==> config.mk <==
export PLATFORM = sky130hd
export DESIGN_NAME = ram_bist_ctrl_flat
export DESIGN_NICKNAME = d
export VERILOG_FILES = /design/src/rtl/ram_bist_pkg.sv /design/src/rtl/ram_bist_ctrl_if.sv /design/src/rtl/ram_bist_pattern.sv /design/src/rtl/ram_bist_ctrl.sv /design/src/flat_wrapper.sv
export SDC_FILE = /design/constraint.sdc
export NUM_CORES = 1
export LEC_CHECK = 0
export CORE_MARGIN = 5
export CORE_UTILIZATION = 46
export CTS_CLUSTER_SIZE = 40
export DETAILED_ROUTE_END_ITERATION = 10
export PLACE_DENSITY = 0.83
export SLEW_MARGIN = 40
export SYNTH_ARGS = -nofsm -noshare
export SYNTH_HDL_FRONTEND = slang
export SYNTH_SLANG_ARGS = --single-unit
==> constraint.sdc <==
create_clock -name clk -period 1.6 [get_ports clk]
set_input_delay 0.32 -clock clk [delete_from_list [all_inputs] [get_ports clk]]
set_output_delay 0.32 -clock clk [all_outputs]
set_load 0.1 [all_outputs]
==> src/rtl/ram_bist_pkg.sv <==
// Shared types and constants for the RAM built-in self-test controller.
package ram_bist_pkg;

   typedef enum logic [2:0] {IDLE, WRITE, READ, DRAIN, FIN} state_e;

   typedef enum logic [1:0] {PAT_ADDR, PAT_CHECKER, PAT_INV, PAT_ONES} pat_e;

   // Two-bit seed replicated across the word for the checkerboard pattern
   localparam logic [1:0] CHECKER_BASE = 2'b10;

endpackage

==> src/rtl/ram_bist_ctrl_if.sv <==
// RAM port between the BIST controller (master) and a single-port RAM (slave).
interface ram_bist_ctrl_if #(
   parameter int ADDR_W = 3,
   parameter int DATA_W = 8
);
   logic              mem_en;
   logic              mem_wr;
   logic [ADDR_W-1:0] mem_addr;
   logic [DATA_W-1:0] mem_wdata;
   logic [DATA_W-1:0] mem_rdata;

   modport master (output mem_en, mem_wr, mem_addr, mem_wdata, input mem_rdata);
   modport slave  (input mem_en, mem_wr, mem_addr, mem_wdata, output mem_rdata);
endinterface

==> src/rtl/ram_bist_pattern.sv <==
// Combinational test-pattern generator: maps an address to its expected data word.
module ram_bist_pattern
   import ram_bist_pkg::*;
#(
   parameter int ADDR_W = 3,
   parameter int DATA_W = 8
) (
   input  pat_e              i_sel,
   input  logic [ADDR_W-1:0] i_addr,
   output logic [DATA_W-1:0] o_data
);
   logic [DATA_W+ADDR_W-1:0] w_ext;
   logic [DATA_W-1:0]        w_pat_addr;
   logic [DATA_W-1:0]        w_checker;

   assign w_ext      = {{DATA_W{1'b0}}, i_addr};
   assign w_pat_addr = w_ext[DATA_W-1:0];

   // Odd addresses flip the seed; an odd-width word leaves its MSB at 0
   always_comb begin
      w_checker = '0;
      for (int i = 0; i < 2 * (DATA_W / 2); i++) begin
         w_checker[i] = CHECKER_BASE[i[0]] ^ i_addr[0];
      end
   end

   always_comb begin
      o_data = '1;
      case (i_sel)
         PAT_ADDR:    o_data = w_pat_addr;
         PAT_CHECKER: o_data = w_checker;
         PAT_INV:     o_data = ~w_pat_addr;
         default:     o_data = '1;
      endcase
   end

endmodule

==> src/rtl/ram_bist_ctrl.sv <==
// BIST master: writes a pattern to every RAM word, reads it back and reports mismatches.
module ram_bist_ctrl
   import ram_bist_pkg::*;
#(
   parameter int ADDR_W = 3,
   parameter int DATA_W = 8,
   parameter int RD_LAT = 1
) (
   input  logic              clk,
   input  logic              rst,
   input  logic              start,
   input  logic [1:0]        pattern,
   output logic              busy,
   output logic              done,
   output logic              pass,
   output logic [ADDR_W:0]   err_cnt,
   output logic [ADDR_W-1:0] fail_addr,
   output logic [DATA_W-1:0] fail_data,
   ram_bist_ctrl_if.master   mem
);
   localparam logic [ADDR_W-1:0] LAST_ADDR = '1;
   localparam logic [ADDR_W:0]   ERR_MAX   = '1;

   typedef struct packed {
      logic              valid;
      logic [ADDR_W-1:0] addr;
      logic [DATA_W-1:0] exp;
   } dl_t;

   state_e            r_state, w_state_n;
   pat_e              r_pattern, w_pattern_n, w_pat_sel;
   logic [ADDR_W-1:0] r_addr, w_addr_n, w_addr_inc, w_pat_addr;
   logic [DATA_W-1:0] r_wdata, w_wdata_n, w_pat_data;
   logic              r_en, w_en_n, r_wr, w_wr_n;
   logic              r_busy, w_busy_n, r_done, w_done_n, r_pass, w_pass_n;
   logic [ADDR_W:0]   r_err_cnt, w_err_n;
   logic [ADDR_W-1:0] r_fail_addr, w_fail_addr_n;
   logic [DATA_W-1:0] r_fail_data, w_fail_data_n;
   dl_t               r_dl [RD_LAT+1];
   dl_t               w_push;
   logic              w_pending, w_mismatch;

   // One generator serves both the write data and the expected read data
   assign w_addr_inc = r_addr + 1'b1;
   assign w_pat_addr = (r_state == WRITE || r_state == READ) ? w_addr_inc : '0;
   assign w_pat_sel  = (r_state == IDLE) ? pat_e'(pattern) : r_pattern;

   ram_bist_pattern #(.ADDR_W(ADDR_W), .DATA_W(DATA_W)) u_pattern (
      .i_sel  (w_pat_sel),
      .i_addr (w_pat_addr),
      .o_data (w_pat_data)
   );

   always_comb begin
      w_pending = 1'b0;
      for (int i = 0; i < RD_LAT; i++) begin
         w_pending = w_pending | r_dl[i].valid;
      end
   end

   assign w_mismatch = r_dl[RD_LAT].valid && (mem.mem_rdata != r_dl[RD_LAT].exp);

   // NOTE: every signal gets a default first so no path leaves one unassigned (no latches).
   always_comb begin
      w_state_n     = r_state;
      w_pattern_n   = r_pattern;
      w_addr_n      = r_addr;
      w_en_n        = 1'b0;
      w_wr_n        = 1'b0;
      w_wdata_n     = '0;
      w_busy_n      = r_busy;
      w_done_n      = r_done;
      w_pass_n      = r_pass;
      w_err_n       = r_err_cnt;
      w_fail_addr_n = r_fail_addr;
      w_fail_data_n = r_fail_data;
      w_push        = '0;

      if (w_mismatch) begin
         if (r_err_cnt == '0) begin
            w_fail_addr_n = r_dl[RD_LAT].addr;
            w_fail_data_n = mem.mem_rdata;
         end
         if (r_err_cnt != ERR_MAX) w_err_n = r_err_cnt + 1'b1;
      end

      case (r_state)
         IDLE: begin
            if (start) begin
               w_state_n     = WRITE;
               w_pattern_n   = pat_e'(pattern);
               w_busy_n      = 1'b1;
               w_done_n      = 1'b0;
               w_pass_n      = 1'b0;
               w_err_n       = '0;
               w_fail_addr_n = '0;
               w_fail_data_n = '0;
               w_en_n        = 1'b1;
               w_wr_n        = 1'b1;
               w_addr_n      = '0;
               w_wdata_n     = w_pat_data;
            end
         end
         WRITE: begin
            w_en_n   = 1'b1;
            w_addr_n = w_pat_addr;
            if (r_addr == LAST_ADDR) begin
               w_state_n    = READ;
               w_push.valid = 1'b1;
               w_push.addr  = w_pat_addr;
               w_push.exp   = w_pat_data;
            end else begin
               w_wr_n    = 1'b1;
               w_wdata_n = w_pat_data;
            end
         end
         READ: begin
            w_addr_n = w_pat_addr;
            if (r_addr == LAST_ADDR) begin
               w_state_n = DRAIN;
            end else begin
               w_en_n       = 1'b1;
               w_push.valid = 1'b1;
               w_push.addr  = w_pat_addr;
               w_push.exp   = w_pat_data;
            end
         end
         DRAIN: begin
            if (!w_pending) w_state_n = FIN;
         end
         FIN: begin
            w_state_n = IDLE;
            w_busy_n  = 1'b0;
            w_done_n  = 1'b1;
            w_pass_n  = (r_err_cnt == '0);
         end
         default: w_state_n = IDLE;
      endcase
   end

   // NOTE: the small read delay line is reset too, so a stale compare never survives rst.
   always_ff @(posedge clk) begin
      if (rst) begin
         r_state     <= IDLE;
         r_pattern   <= PAT_ADDR;
         r_addr      <= '0;
         r_en        <= 1'b0;
         r_wr        <= 1'b0;
         r_wdata     <= '0;
         r_busy      <= 1'b0;
         r_done      <= 1'b0;
         r_pass      <= 1'b0;
         r_err_cnt   <= '0;
         r_fail_addr <= '0;
         r_fail_data <= '0;
         for (int i = 0; i <= RD_LAT; i++) r_dl[i] <= '0;
      end else begin
         r_state     <= w_state_n;
         r_pattern   <= w_pattern_n;
         r_addr      <= w_addr_n;
         r_en        <= w_en_n;
         r_wr        <= w_wr_n;
         r_wdata     <= w_wdata_n;
         r_busy      <= w_busy_n;
         r_done      <= w_done_n;
         r_pass      <= w_pass_n;
         r_err_cnt   <= w_err_n;
         r_fail_addr <= w_fail_addr_n;
         r_fail_data <= w_fail_data_n;
         r_dl[0]     <= w_push;
         for (int i = 1; i <= RD_LAT; i++) r_dl[i] <= r_dl[i-1];
      end
   end

   assign busy          = r_busy;
   assign done          = r_done;
   assign pass          = r_pass;
   assign err_cnt       = r_err_cnt;
   assign fail_addr     = r_fail_addr;
   assign fail_data     = r_fail_data;
   assign mem.mem_en    = r_en;
   assign mem.mem_wr    = r_wr;
   assign mem.mem_addr  = r_addr;
   assign mem.mem_wdata = r_wdata;

endmodule

==> src/flat_wrapper.sv <==
// flat-port wrapper written by rule: the top's interface ports become plain ports
module ram_bist_ctrl_flat import ram_bist_pkg::*;
#(
   parameter int ADDR_W = 3,
   parameter int DATA_W = 8,
   parameter int RD_LAT = 1
)
  (clk, rst, start, pattern, busy, done, pass, err_cnt, fail_addr, fail_data, mem_mem_en, mem_mem_wr, mem_mem_addr, mem_mem_wdata, mem_mem_rdata);
  ram_bist_ctrl_if #(.ADDR_W(ADDR_W), .DATA_W(DATA_W)) mem_i ();
  input  logic clk;
  input  logic rst;
  input  logic start;
  input  logic [1:0] pattern;
  output logic busy;
  output logic done;
  output logic pass;
  output logic [ADDR_W:0] err_cnt;
  output logic [ADDR_W-1:0] fail_addr;
  output logic [DATA_W-1:0] fail_data;
  output wire logic [$bits(mem_i.mem_en)-1:0] mem_mem_en;
  output wire logic [$bits(mem_i.mem_wr)-1:0] mem_mem_wr;
  output wire logic [$bits(mem_i.mem_addr)-1:0] mem_mem_addr;
  output wire logic [$bits(mem_i.mem_wdata)-1:0] mem_mem_wdata;
  input wire logic [$bits(mem_i.mem_rdata)-1:0] mem_mem_rdata;
  assign mem_mem_en = mem_i.mem_en;
  assign mem_mem_wr = mem_i.mem_wr;
  assign mem_mem_addr = mem_i.mem_addr;
  assign mem_mem_wdata = mem_i.mem_wdata;
  assign mem_i.mem_rdata = mem_mem_rdata;
  ram_bist_ctrl #(.ADDR_W(ADDR_W), .DATA_W(DATA_W), .RD_LAT(RD_LAT)) u_core (.clk(clk), .rst(rst), .start(start), .pattern(pattern), .busy(busy), .done(done), .pass(pass), .err_cnt(err_cnt), .fail_addr(fail_addr), .fail_data(fail_data), .mem(mem_i));
endmodule
==> results of run 1 <==
[cells by family after synthesis]
group	synth area share
and+or+nand+nor	0.230
DFF	0.470
AOI/OAI and AO/OA	0.132
buffers and inverters	0.0524
muxes	0.0736
xor gates and xnor gates	0.0201
adders and majority gates	0.0230
[flip-flops by register name, indices dropped and copies added, names as in the netlist]
name                  flops
u_core.done               1
u_core.mem.mem_wdata      5
u_core.mem.mem_wr         1
u_core.pass               1
u_core.r_dl              18
u_core.busy               1
u_core.r_state            3
u_core.fail_data          8
u_core.err_cnt            4
u_core.mem.mem_en         1
u_core.r_pattern          2
u_core.fail_addr          3
u_core.mem.mem_addr       3
[worst max-delay path, stage by stage (launching register included)]
cell and delay (ns):
sky130_fd_sc_hd__dfxtp_4 0.36, sky130_fd_sc_hd__ha_4 0.16, sky130_fd_sc_hd__ha_4 0.16, sky130_fd_sc_hd__buf_4 0.14, sky130_fd_sc_hd__mux2i_1 0.16, sky130_fd_sc_hd__nor2_1 0.06, sky130_fd_sc_hd__a21o_1 0.16, sky130_fd_sc_hd__a2111oi_2 0.28
[power groups by stage]
stage	clock network (mW)	logic, mW	registers (mW)
final	0.758	1.07	1.41
after global routing	0.826	1.13	1.42
after CTS	0.783	1.05	1.41
after detailed placement	0	1.03	1.44
after global placement	0	1.01	1.43
after floorplan	0	0.385	1.65
[worst max-delay path by stage]
stage / endpoint / start / depth (start not counted)
after floorplan: u_core.r_dl[0][1]$_SDFF_PP0_ / u_core.mem.mem_addr[0]$_SDFFE_PP0P_ / 6
after global placement: u_core.fail_data[6]$_SDFF_PP0_ / mem_mem_rdata[2] / 5
after detailed placement: u_core.fail_data[7]$_SDFF_PP0_ / mem_mem_rdata[2] / 5
after CTS: u_core.fail_data[7]$_SDFF_PP0_ / u_core.err_cnt[0]$_SDFF_PP0_ / 7
after global routing: u_core.r_state[1]$_SDFFE_PP0P_ / u_core.mem.mem_addr[1]$_SDFFE_PP0P_ / 7
final: u_core.r_state[1]$_SDFFE_PP0P_ / u_core.mem.mem_addr[1]$_SDFFE_PP0P_ / 7
[final cells by class]
cell class	count	area, sq um
fillers	309	1230
multi-input cells	162	1130
repair buffers	82	1070
flip-flops and latches	51	1050
clock buffers	5	68.8
well taps	54	67.6
inverters	9	33.8
clock inverters	3	22.5
[metrics by stage]
| stage | area, sq um | cells | TNS (ns) | power [mW] | hold WS (ns) |
|---|---|---|---|---|---|
| finish | 3430 | 366 | 0 | 3.24 | 0.344 |
| global route | 3430 | 366 | -0.0883 | 3.37 | 0.349 |
| global placement | 3240 | 356 | -6.34 | 2.44 | 0.419 |
| floorplan | 2220 | 237 | -0.181 | 2.04 | 0.414 |
| CTS | 3390 | 366 | 0 | 3.24 | 0.447 |
| detailed placement | 3240 | 356 | -7.51 | 2.46 | 0.424 |
[cell usage in the layout, fill, tap and decap left out, drive strengths merged, types with 2 or more instances in the layout]
cell type and n:
inv 11, a311oi 3, nor2b 11, nand4 4, or3 2, nand2 40, dlygate4sd2 2, o21ai 6
nand3 6, dfxtp 51, a2111oi 2, nand2b 2, mux2i 16, buf 70, a211oi 3, xor2 4
a32oi 2, a22oi 2, nor2 14, and3 2, a21oi 14, ha 4, dlymetal6s2s 3, clkdlybuf4s50 7
clkbuf 5, nor3b 3, and2 4, or3b 2, a21o 2, nor3 5
[per-layer routing]
metal	share of wire	routed length, um	global-route usage	up-vias
met1	0.40	1990	0.180	910
met4	0.023	115	0.0752	0
met3	0.045	220	0.0397	13
met5	0	0	0	-
met2	0.53	2610	0.307	50
li1	-	-	-	964
[repair_timing]
item | CTS | global route
pin swaps | 3 | 4
buffers inserted | 2 | 0
resized for setup | 11 | 11
endpoints found under the setup margin | 19 | 23
endpoints found under the hold margin | 0 | 0
==> metrics.txt, run 1 <==
Final HPWL DP 3780 um; highest fanout seen on the critical path 4; share of Yosys cell area claimed by the top area cell type 0.470; global-route total usage across every layer 0.167; post-synthesis cell count 237; cell leakage power 1.39 nW; post-DR wirelength/cell 13.5 um; register-to-register path setup slack 0.02 ns; residual DRC count 0; Area Growth Syn to Fin 57.8%; highest clock rate 635 MHz; Seq/Total Area, Yosys 0.470; logic depth of the worst register-to-register path 7; net count reported at finish 328; Setup WS post-layout 0.0250 ns; initial antenna violation count 0; largest net degree at the start of global routing 29; Min-Delay Path Depth 3; H-tree lvl count 2; worst rel slew slack 0.673; clock tree root driver cell sky130_fd_sc_hd__clkbuf_8; Yosys warning count 0; capture point of the worst reg-to-reg path u_core.r_state[1]$_SDFFE_PP0P_; chip height 78.8 um; number of max-capacitance violations reported 0; Tightest Pin Transition 0.478 ns; vias post-DR 1,937; row count 25; type of the worst setup path reg2reg; worst setup slack after placement -0.564 ns; ys flop type sky130_fd_sc_hd__dfxtp_1; source of the worst register-to-register timing path u_core.mem.mem_addr[1]$_SDFFE_PP0P_; clock tree from TritonCTS built; count of state elements after synthesis 51; hold violation count in the final report 0; proportion of power drawn by combinational gates 0.330; cell-internal power 2.10 mW; largest clock skew in the final design 0.00538 ns; RSZ-0062 raised after global routing true; data required time of the critical path 1.80 ns; outcome completed; DR vias/cell 5.29; core occupancy in the finished layout 0.736; post-synthesis cell area 2170 sq um; Final setup viols 0; hold-fix buffers at CTS 0; IR drop worst, VDD 0.613 mV; largest cells by area after synthesis sky130_fd_sc_hd__dfxtp_1, sky130_fd_sc_hd__mux2i_1, sky130_fd_sc_hd__nand2_1; clock period minus final worst setup slack 1.58 ns; leading cell type by number of instances after synthesis sky130_fd_sc_hd__dfxtp_1; register share of total power 0.435; vias in the first global route 1,954; Switching Share 0.351; synthesized netlist net count 254; CP Launch Type flip-flop; worst min-delay path startpoint mem_mem_rdata[7]; clock-pin transition on the worst setup and hold timing paths 0.10 ns; Routed Wire Length 4940 um; arrival time reported for the critical path endpoint 1.78 ns; clock insertion delay at the later pin of the skew report 0.30 ns; distinct cell type count of the synthesized netlist 45; Die X 78.8 um; cell types with the highest counts after synthesis sky130_fd_sc_hd__dfxtp_1, sky130_fd_sc_hd__nand2_1, sky130_fd_sc_hd__mux2i_1, sky130_fd_sc_hd__nor2_1, sky130_fd_sc_hd__a21oi_1; Pwr Density 943 nW/um^2; biggest area consumer among synthesized cells sky130_fd_sc_hd__dfxtp_1; number of primary I/O pins 44; Die Outline Area 6200 sq um; global-route wire length before repair 8400 um; placer's final routability congestion estimate 0.860; Post-DRT Antenna Nets 0; class of the tightest hold or removal check in2reg; maximum number of buffers from clock root to sink 2; FFs w/ async S/R, synth 0; iteration count of the initial detailed-routing pass 4; proportion of power drawn by the clock network 0.234; post-synthesis average cell area 9.18 sq um; crit path capture type flip-flop; fraction of the cycle the final worst path needs 0.984; TritonCTS sink count 51; global route total overflow 0; number of enable-type register cells in the synthesized netlist 0; Port Buffers 43; area of the core 4660 sq um; switching component of the power 1.14 mW; TritonCTS Buffers 5; starting density of the core 0.467; Endpoint, Worst Hold u_core.fail_data[7]$_SDFF_PP0_; count of antenna diodes in the layout 0; Iter 0 DRT Violations 76; count of pins over their slew limit 0; fraction of layout cells with a size suffix above 1 0.356
No activity file was read; power rests on OpenSTA's default activity.
==> run 2: changes to the inputs <==
- CAP_MARGIN: not set -> 15
- clock period: 1.6 -> 1.3 ns (I/O delays scaled with it)
==> run 2 against run 1 <==
Compared with the run above: the flow now finishes with violations (setup timing); cell area is 16% higher; clock power is 28% higher; non-clock buffer count is 18 higher; combinational power is 62% higher; critical endpoint is now u_core.r_dl[0][1]$_SDFF_PP0_; largest cell class unchanged; largest power group unchanged.
==> metrics.txt, run 2 (same netlist as run 1, synthesis figures left out) <==
outcome finished, violations left; failing checks setup timing; commonest cells after routing, fill and taps aside sky130_fd_sc_hd__buf_4, sky130_fd_sc_hd__nand2_1, sky130_fd_sc_hd__dfxtp_1; TritonCTS sink count 51 (unchanged); Routed Wire Length 7220 um (+46%); most common library cell in the layout ignoring fill and taps sky130_fd_sc_hd__buf_4; Tightest Pin Transition 0.433 ns (-0.0449 ns); clock-pin transition on the worst setup and hold timing paths 0.10 ns (about the same); TritonCTS Buffers 5 (unchanged); residual DRC count 0 (unchanged); Largest register FFs 18 (unchanged); Final HPWL DP 4130 um (+9.3%); H-tree lvl count 2 (unchanged); fraction of the cycle the final worst path needs 1.25 (+0.262); Area Growth Syn to Fin 82.6%; largest clock skew in the final design 0.0101 ns (+0.00476 ns); global-route total usage across every layer 0.197 (+0.0298); arrival time reported for the critical path endpoint 1.83 ns (+0.05 ns); core occupancy in the finished layout 0.852 (+0.116); Post-DRT Antenna Nets 0 (unchanged); clock tree from TritonCTS built; DR vias/cell 5.53 (+4.5%); area of the core 4660 sq um (unchanged); Iter 0 DRT Violations 87 (+14%); clock tree root driver cell sky130_fd_sc_hd__clkbuf_8; row count 25 (unchanged); Pwr Density 1120 nW/um^2 (+18%); data required time of the critical path 1.51 ns (-0.29 ns); cell leakage power 1.53 nW (+10%); fraction of layout cells with a size suffix above 1 0.515 (+0.159); global-route wire length before repair 9670 um (+15%); class of the tightest hold or removal check in2reg; Final setup viols 33 (+33); chip height 78.8 um (unchanged); CP Launch Type flip-flop; post-DR wirelength/cell 18.8 um (+39%); type of the worst setup path reg2reg; count of pins over their slew limit 0 (unchanged); Die Outline Area 6200 sq um (unchanged); worst rel slew slack 0.711 (+0.0376); number of max-capacitance violations reported 0 (unchanged); initial antenna violation count 0 (unchanged); largest net degree at the start of global routing 23 (-21%); net count reported at finish 346 (+5.5%); hold violation count in the final report 0 (unchanged); Die X 78.8 um (unchanged); count of antenna diodes in the layout 0 (unchanged); iteration count of the initial detailed-routing pass 4 (unchanged); Reg with most FFs u_core.r_dl; IR drop worst, VDD 0.871 mV (+42%); vias post-DR 2,124 (+9.7%); global route total overflow 0 (unchanged); RSZ-0062 raised after global routing true; placer's final routability congestion estimate 0.851 (-1.1%); worst setup slack after placement -0.731 ns (-0.167 ns); register-to-register path setup slack -0.32 ns (-0.35 ns); clock insertion delay at the later pin of the skew report 0.31 ns (about the same); Port Buffers 43 (unchanged); Setup WS post-layout -0.320 ns (-0.345 ns); maximum number of buffers from clock root to sink 2 (unchanged); highest clock rate 617 MHz (-2.8%); starting density of the core 0.467 (unchanged); highest fanout seen on the critical path 4 (unchanged); vias in the first global route 2,069 (+5.9%); clock period minus final worst setup slack 1.62 ns (+0.0452 ns); Tot Pwr 4.44 mW (+37%); number of primary I/O pins 44 (unchanged); crit path capture type flip-flop
==> run 2: changes by cell type in the layout (fill, tap and decap cells not counted), sizes merged <==
cell	change
buf	+17
dlygate4sd2	+2
dlymetal6s2s	-3
clkbuf	+1
clkdlybuf4s15	+1
==> run 2: area by class of cell <==
| cell class | count | area, sq um |
|---|---|---|
| clock buffers | 5 | 68.8 |
| repair buffers | 100 | 1270 |
| clock inverters | 3 | 26.3 |
| fillers | 200 | 689 |
| flip-flops and latches | 51 | 1060 |
| inverters | 9 | 36.3 |
| well taps | 54 | 67.6 |
| multi-input cells | 162 | 1450 |
==> run 2: timing repair <==
item	CTS	global route
pin swaps	6	21
setup endpoints to repair	36	40
setup buffers	2	11
hold buffers	0	0
gates cloned	0	1
gates resized for setup	41	51
==> run 2: worst paths after layout <==
kind                                                          start                             end  cells past startpoint
worst max register to register  u_core.mem.mem_addr[1]$_SDFFE_PP0P_    u_core.r_dl[0][1]$_SDFF_PP0_                      6
worst min register to register         u_core.r_dl[0][1]$_SDFF_PP0_   u_core.r_dl[0][13]$_SDFF_PP0_                      1
worst max-delay path            u_core.mem.mem_addr[1]$_SDFFE_PP0P_    u_core.r_dl[0][1]$_SDFF_PP0_                      6
worst min-delay path                               mem_mem_rdata[3]  u_core.fail_data[3]$_SDFF_PP0_                      3
==> run 2: layer usage <==
metal / global-route usage / wire length (um) / part of all wire
met5: 0 / 0 / 0
met4: 0.0490 / 184 / 0.025
met3: 0.0397 / 232 / 0.032
met2: 0.387 / 4010 / 0.56
met1: 0.212 / 2790 / 0.39
==> run 2: where the power goes <==
part	leakage (nW)	internal, mW	switching [mW]
Clock	0.0491	0.397	0.573
Sequential	0.422	1.64	0.0919
Combinational	1.06	0.752	0.978
==> run 2: per-stage QoR <==
step / instances / hold WS (ns) / instance area (sq um) / TNS, ns
6_report: 384 / 0.402 / 3970 / -6.18
4_1_cts: 373 / 0.360 / 3640 / -4.89
3_3_place_gp: 363 / 0.421 / 3360 / -14.32
3_5_place_dp: 363 / 0.420 / 3360 / -16.02
5_1_grt: 384 / 0.422 / 3970 / -7.95
2_1_floorplan: 237 / 0.402 / 2330 / -5.30
==> run 2: worst max-delay path, stage by stage, from the launching register on <==
cell and delay, ns:
sky130_fd_sc_hd__dfxtp_4 0.37, sky130_fd_sc_hd__ha_4 0.16, sky130_fd_sc_hd__ha_4 0.16, sky130_fd_sc_hd__or3b_4 0.39, sky130_fd_sc_hd__o21ai_4 0.10, sky130_fd_sc_hd__nand2_4 0.10
sky130_fd_sc_hd__a311oi_2 0.24
==> run 3: changes to the inputs <==
- CORE_UTILIZATION: 46 -> 48
- CTS_BUF_LIST: not set -> sky130_fd_sc_hd__clkbuf_4 sky130_fd_sc_hd__clkbuf_8
- PLACE_DENSITY: 0.83 -> 0.85
==> run 3 against run 2 <==
Compared with the run above: the flow still finishes with violations (setup timing); clock power grew 22%; critical path depth shrank 2; register-to-register slack gained 0.03 ns; flip-flop and latch count is the same; cell area shrank 1.9%; via count is essentially flat; combinational power shrank 3%; first-iteration DRC count grew 80%; non-clock buffer count shrank 2; cell count shrank 1.0%; total power grew 3.5%; clock skew grew 0.0048 ns; critical path type unchanged; largest cell class unchanged.
==> metrics.txt, run 3 (same netlist as run 1, synthesis figures left out) <==
Reg with most FFs u_core.r_dl; worst setup slack after placement -0.793 ns (-0.0621 ns); source of the worst register-to-register timing path u_core.r_state[2]$_SDFFE_PP0P_; Min-Delay Path Depth 3 (unchanged); Routed Wire Length 7620 um (+5.6%); Tightest Pin Transition 0.530 ns (+0.0971 ns); setup total negative slack -6.63 ns (-0.451 ns); highest clock rate 631 MHz (+2.2%); RSZ-0062 raised after global routing true; worst rel slew slack 0.646 (-0.0649); TritonCTS sink count 51 (unchanged); total of fill cells in the finished design 170 (-15%); slowest stage cell, crit path sky130_fd_sc_hd__mux2i_2; register-to-register path setup slack -0.29 ns (+0.03 ns); worst setup path start u_core.r_state[2]$_SDFFE_PP0P_; count of antenna diodes in the layout 0 (unchanged); commonest cells after routing, fill and taps aside sky130_fd_sc_hd__buf_4, sky130_fd_sc_hd__nand2_1, sky130_fd_sc_hd__dfxtp_1; Pwr Density 1180 nW/um^2 (+5.5%); Area Growth Syn to Fin 79.2%; Iter 0 DRT Violations 157 (+80%); IR drop worst, VDD 0.907 mV (+4.1%); post-DR wirelength/cell 20.1 um (+6.7%); clock-pin transition on the worst setup and hold timing paths 0.10 ns (about the same); critical-path cell list nor3_4, mux2i_2, o21ai_1, and2_1; logic depth of the worst register-to-register path 4 (-2); Tot Pwr 4.59 mW (+3.5%); hold-fix buffers at CTS 0 (unchanged); vias in the first global route 2,098 (+1.4%); global route total overflow 0 (unchanged); largest clock skew in the final design 0.0149 ns (+0.00475 ns); Port Buffers 43 (unchanged); largest net degree at the start of global routing 17 (-26%); crit path capture type flip-flop; Final setup viols 36 (+9.1%); starting density of the core 0.496 (+0.0294); maximum number of buffers from clock root to sink 2 (unchanged); cell leakage power 1.53 nW (-0.51%); hold violation count in the final report 0 (unchanged); clock tree root driver cell sky130_fd_sc_hd__clkbuf_8; fraction of layout cells with a size suffix above 1 0.497 (-0.0182); Setup WS post-layout -0.286 ns (+0.0344 ns); clock period minus final worst setup slack 1.59 ns (-0.0344 ns); Post-DRT Antenna Nets 0 (unchanged); Slowest Stage Delay on Critical Path 0.39 ns (about the same); initial antenna violation count 0 (unchanged); type of the worst setup path reg2reg; area of the core 4380 sq um (-5.9%); global-route wire length before repair 10,500 um (+8.3%); CP Launch Type flip-flop; outcome finished, violations left; TritonCTS Buffers 5 (unchanged); residual DRC count 0 (unchanged); failing checks setup timing; count of pins over their slew limit 0 (unchanged); number of max-capacitance violations reported 0 (unchanged); final hold slack 0.379 ns (-0.0230 ns); chip height 77.3 um (-1.8%); core occupancy in the finished layout 0.889 (+0.0366); DR vias/cell 5.59 (+1.1%); Final HPWL DP 4490 um (+8.6%); Endpoint, Worst Hold u_core.fail_data[7]$_SDFF_PP0_; Largest register FFs 18 (unchanged); clock insertion delay at the later pin of the skew report 0.31 ns (about the same); Die Outline Area 5980 sq um (-3.6%); H-tree lvl count 2 (unchanged); number of primary I/O pins 44 (unchanged); most common library cell in the layout ignoring fill and taps sky130_fd_sc_hd__buf_4; iteration count of the initial detailed-routing pass 4 (unchanged); vias post-DR 2,126 (+0.094%); capture point of the worst reg-to-reg path u_core.mem.mem_wdata[5]$_SDFF_PP0_; placer's final routability congestion estimate 0.892 (+4.9%); row count 24 (-4.0%); data required time of the critical path 1.50 ns (about the same); Die X 77.3 um (-1.8%); net count reported at finish 344 (-0.58%); global-route total usage across every layer 0.218 (+0.0212); clock tree from TritonCTS built; fraction of the cycle the final worst path needs 1.22 (-0.0264); arrival time reported for the critical path endpoint 1.78 ns (-0.05 ns); highest fanout seen on the critical path 5 (+1); worst min-delay path startpoint mem_mem_rdata[7]; class of the tightest hold or removal check in2reg
run 3: changes by cell type in the layout (fill, tap and decap cells not counted), moves of 2 or more:
cell and change:
sky130_fd_sc_hd__buf_4 +3, sky130_fd_sc_hd__buf_8 -2, sky130_fd_sc_hd__nor2_1 +2, sky130_fd_sc_hd__nor2_4 -3
run 3: metrics by stage:
stage / cell area, sq um / instances
floorplan: 2330 / 237
global placement: 3340 / 360
detailed placement: 3340 / 360
CTS: 3610 / 371
global route: 3900 / 380
finish: 3900 / 380
run 3: worst max-delay path, delay by kind of cell (launching register included):
family	cells	cell delay, ns
simple gates	2	0.54
flops	1	0.38
compound gates	1	0.16
mux	1	0.39
run 3: report_power, final:
part	total (mW)	internal, mW	switching, mW
sequential	1.74	1.64	0.0944
clock	1.18	0.633	0.544
combinational	1.68	0.713	0.962
run 3: final cells by class:
cell class                 instances  area (sq um)  share of cell area
clock buffer                       6          82.6              0.0212
tap                               52          65.1              0.0167
inverter                           9          36.3             0.00931
timing repair buffer              98          1210               0.310
clock inverter                     2          38.8             0.00996
multi-input combinational        162          1410               0.363
sequential                        51          1050               0.271
run 3: metal layers:
layer | share of wire | GRT usage
met1 | 0.39 | 0.244
met2 | 0.54 | 0.400
met3 | 0.042 | 0.0504
met4 | 0.030 | 0.0773
met5 | 0 | 0
run 3: how the worst max path moves through the flow:
stage | endpoint | slack [ns] | depth (start not counted)
finish | u_core.mem.mem_wdata[5]$_SDFF_PP0_ | -0.29 | 4
floorplan | u_core.r_dl[0][1]$_SDFF_PP0_ | -0.38 | 6
detailed placement | u_core.fail_addr[2]$_SDFF_PP0_ | -0.79 | 5
CTS | u_core.r_state[1]$_SDFFE_PP0P_ | -0.27 | 7
global placement | u_core.fail_data[2]$_SDFF_PP0_ | -0.67 | 5
global route | u_core.r_state[1]$_SDFFE_PP0P_ | -0.34 | 7
run 3: repair_timing:
item | in CTS | in global routing
setup endpoints to repair | 38 | 42
buffers inserted | 3 | 11
pin swaps | 6 | 12
gates resized for setup | 35 | 43
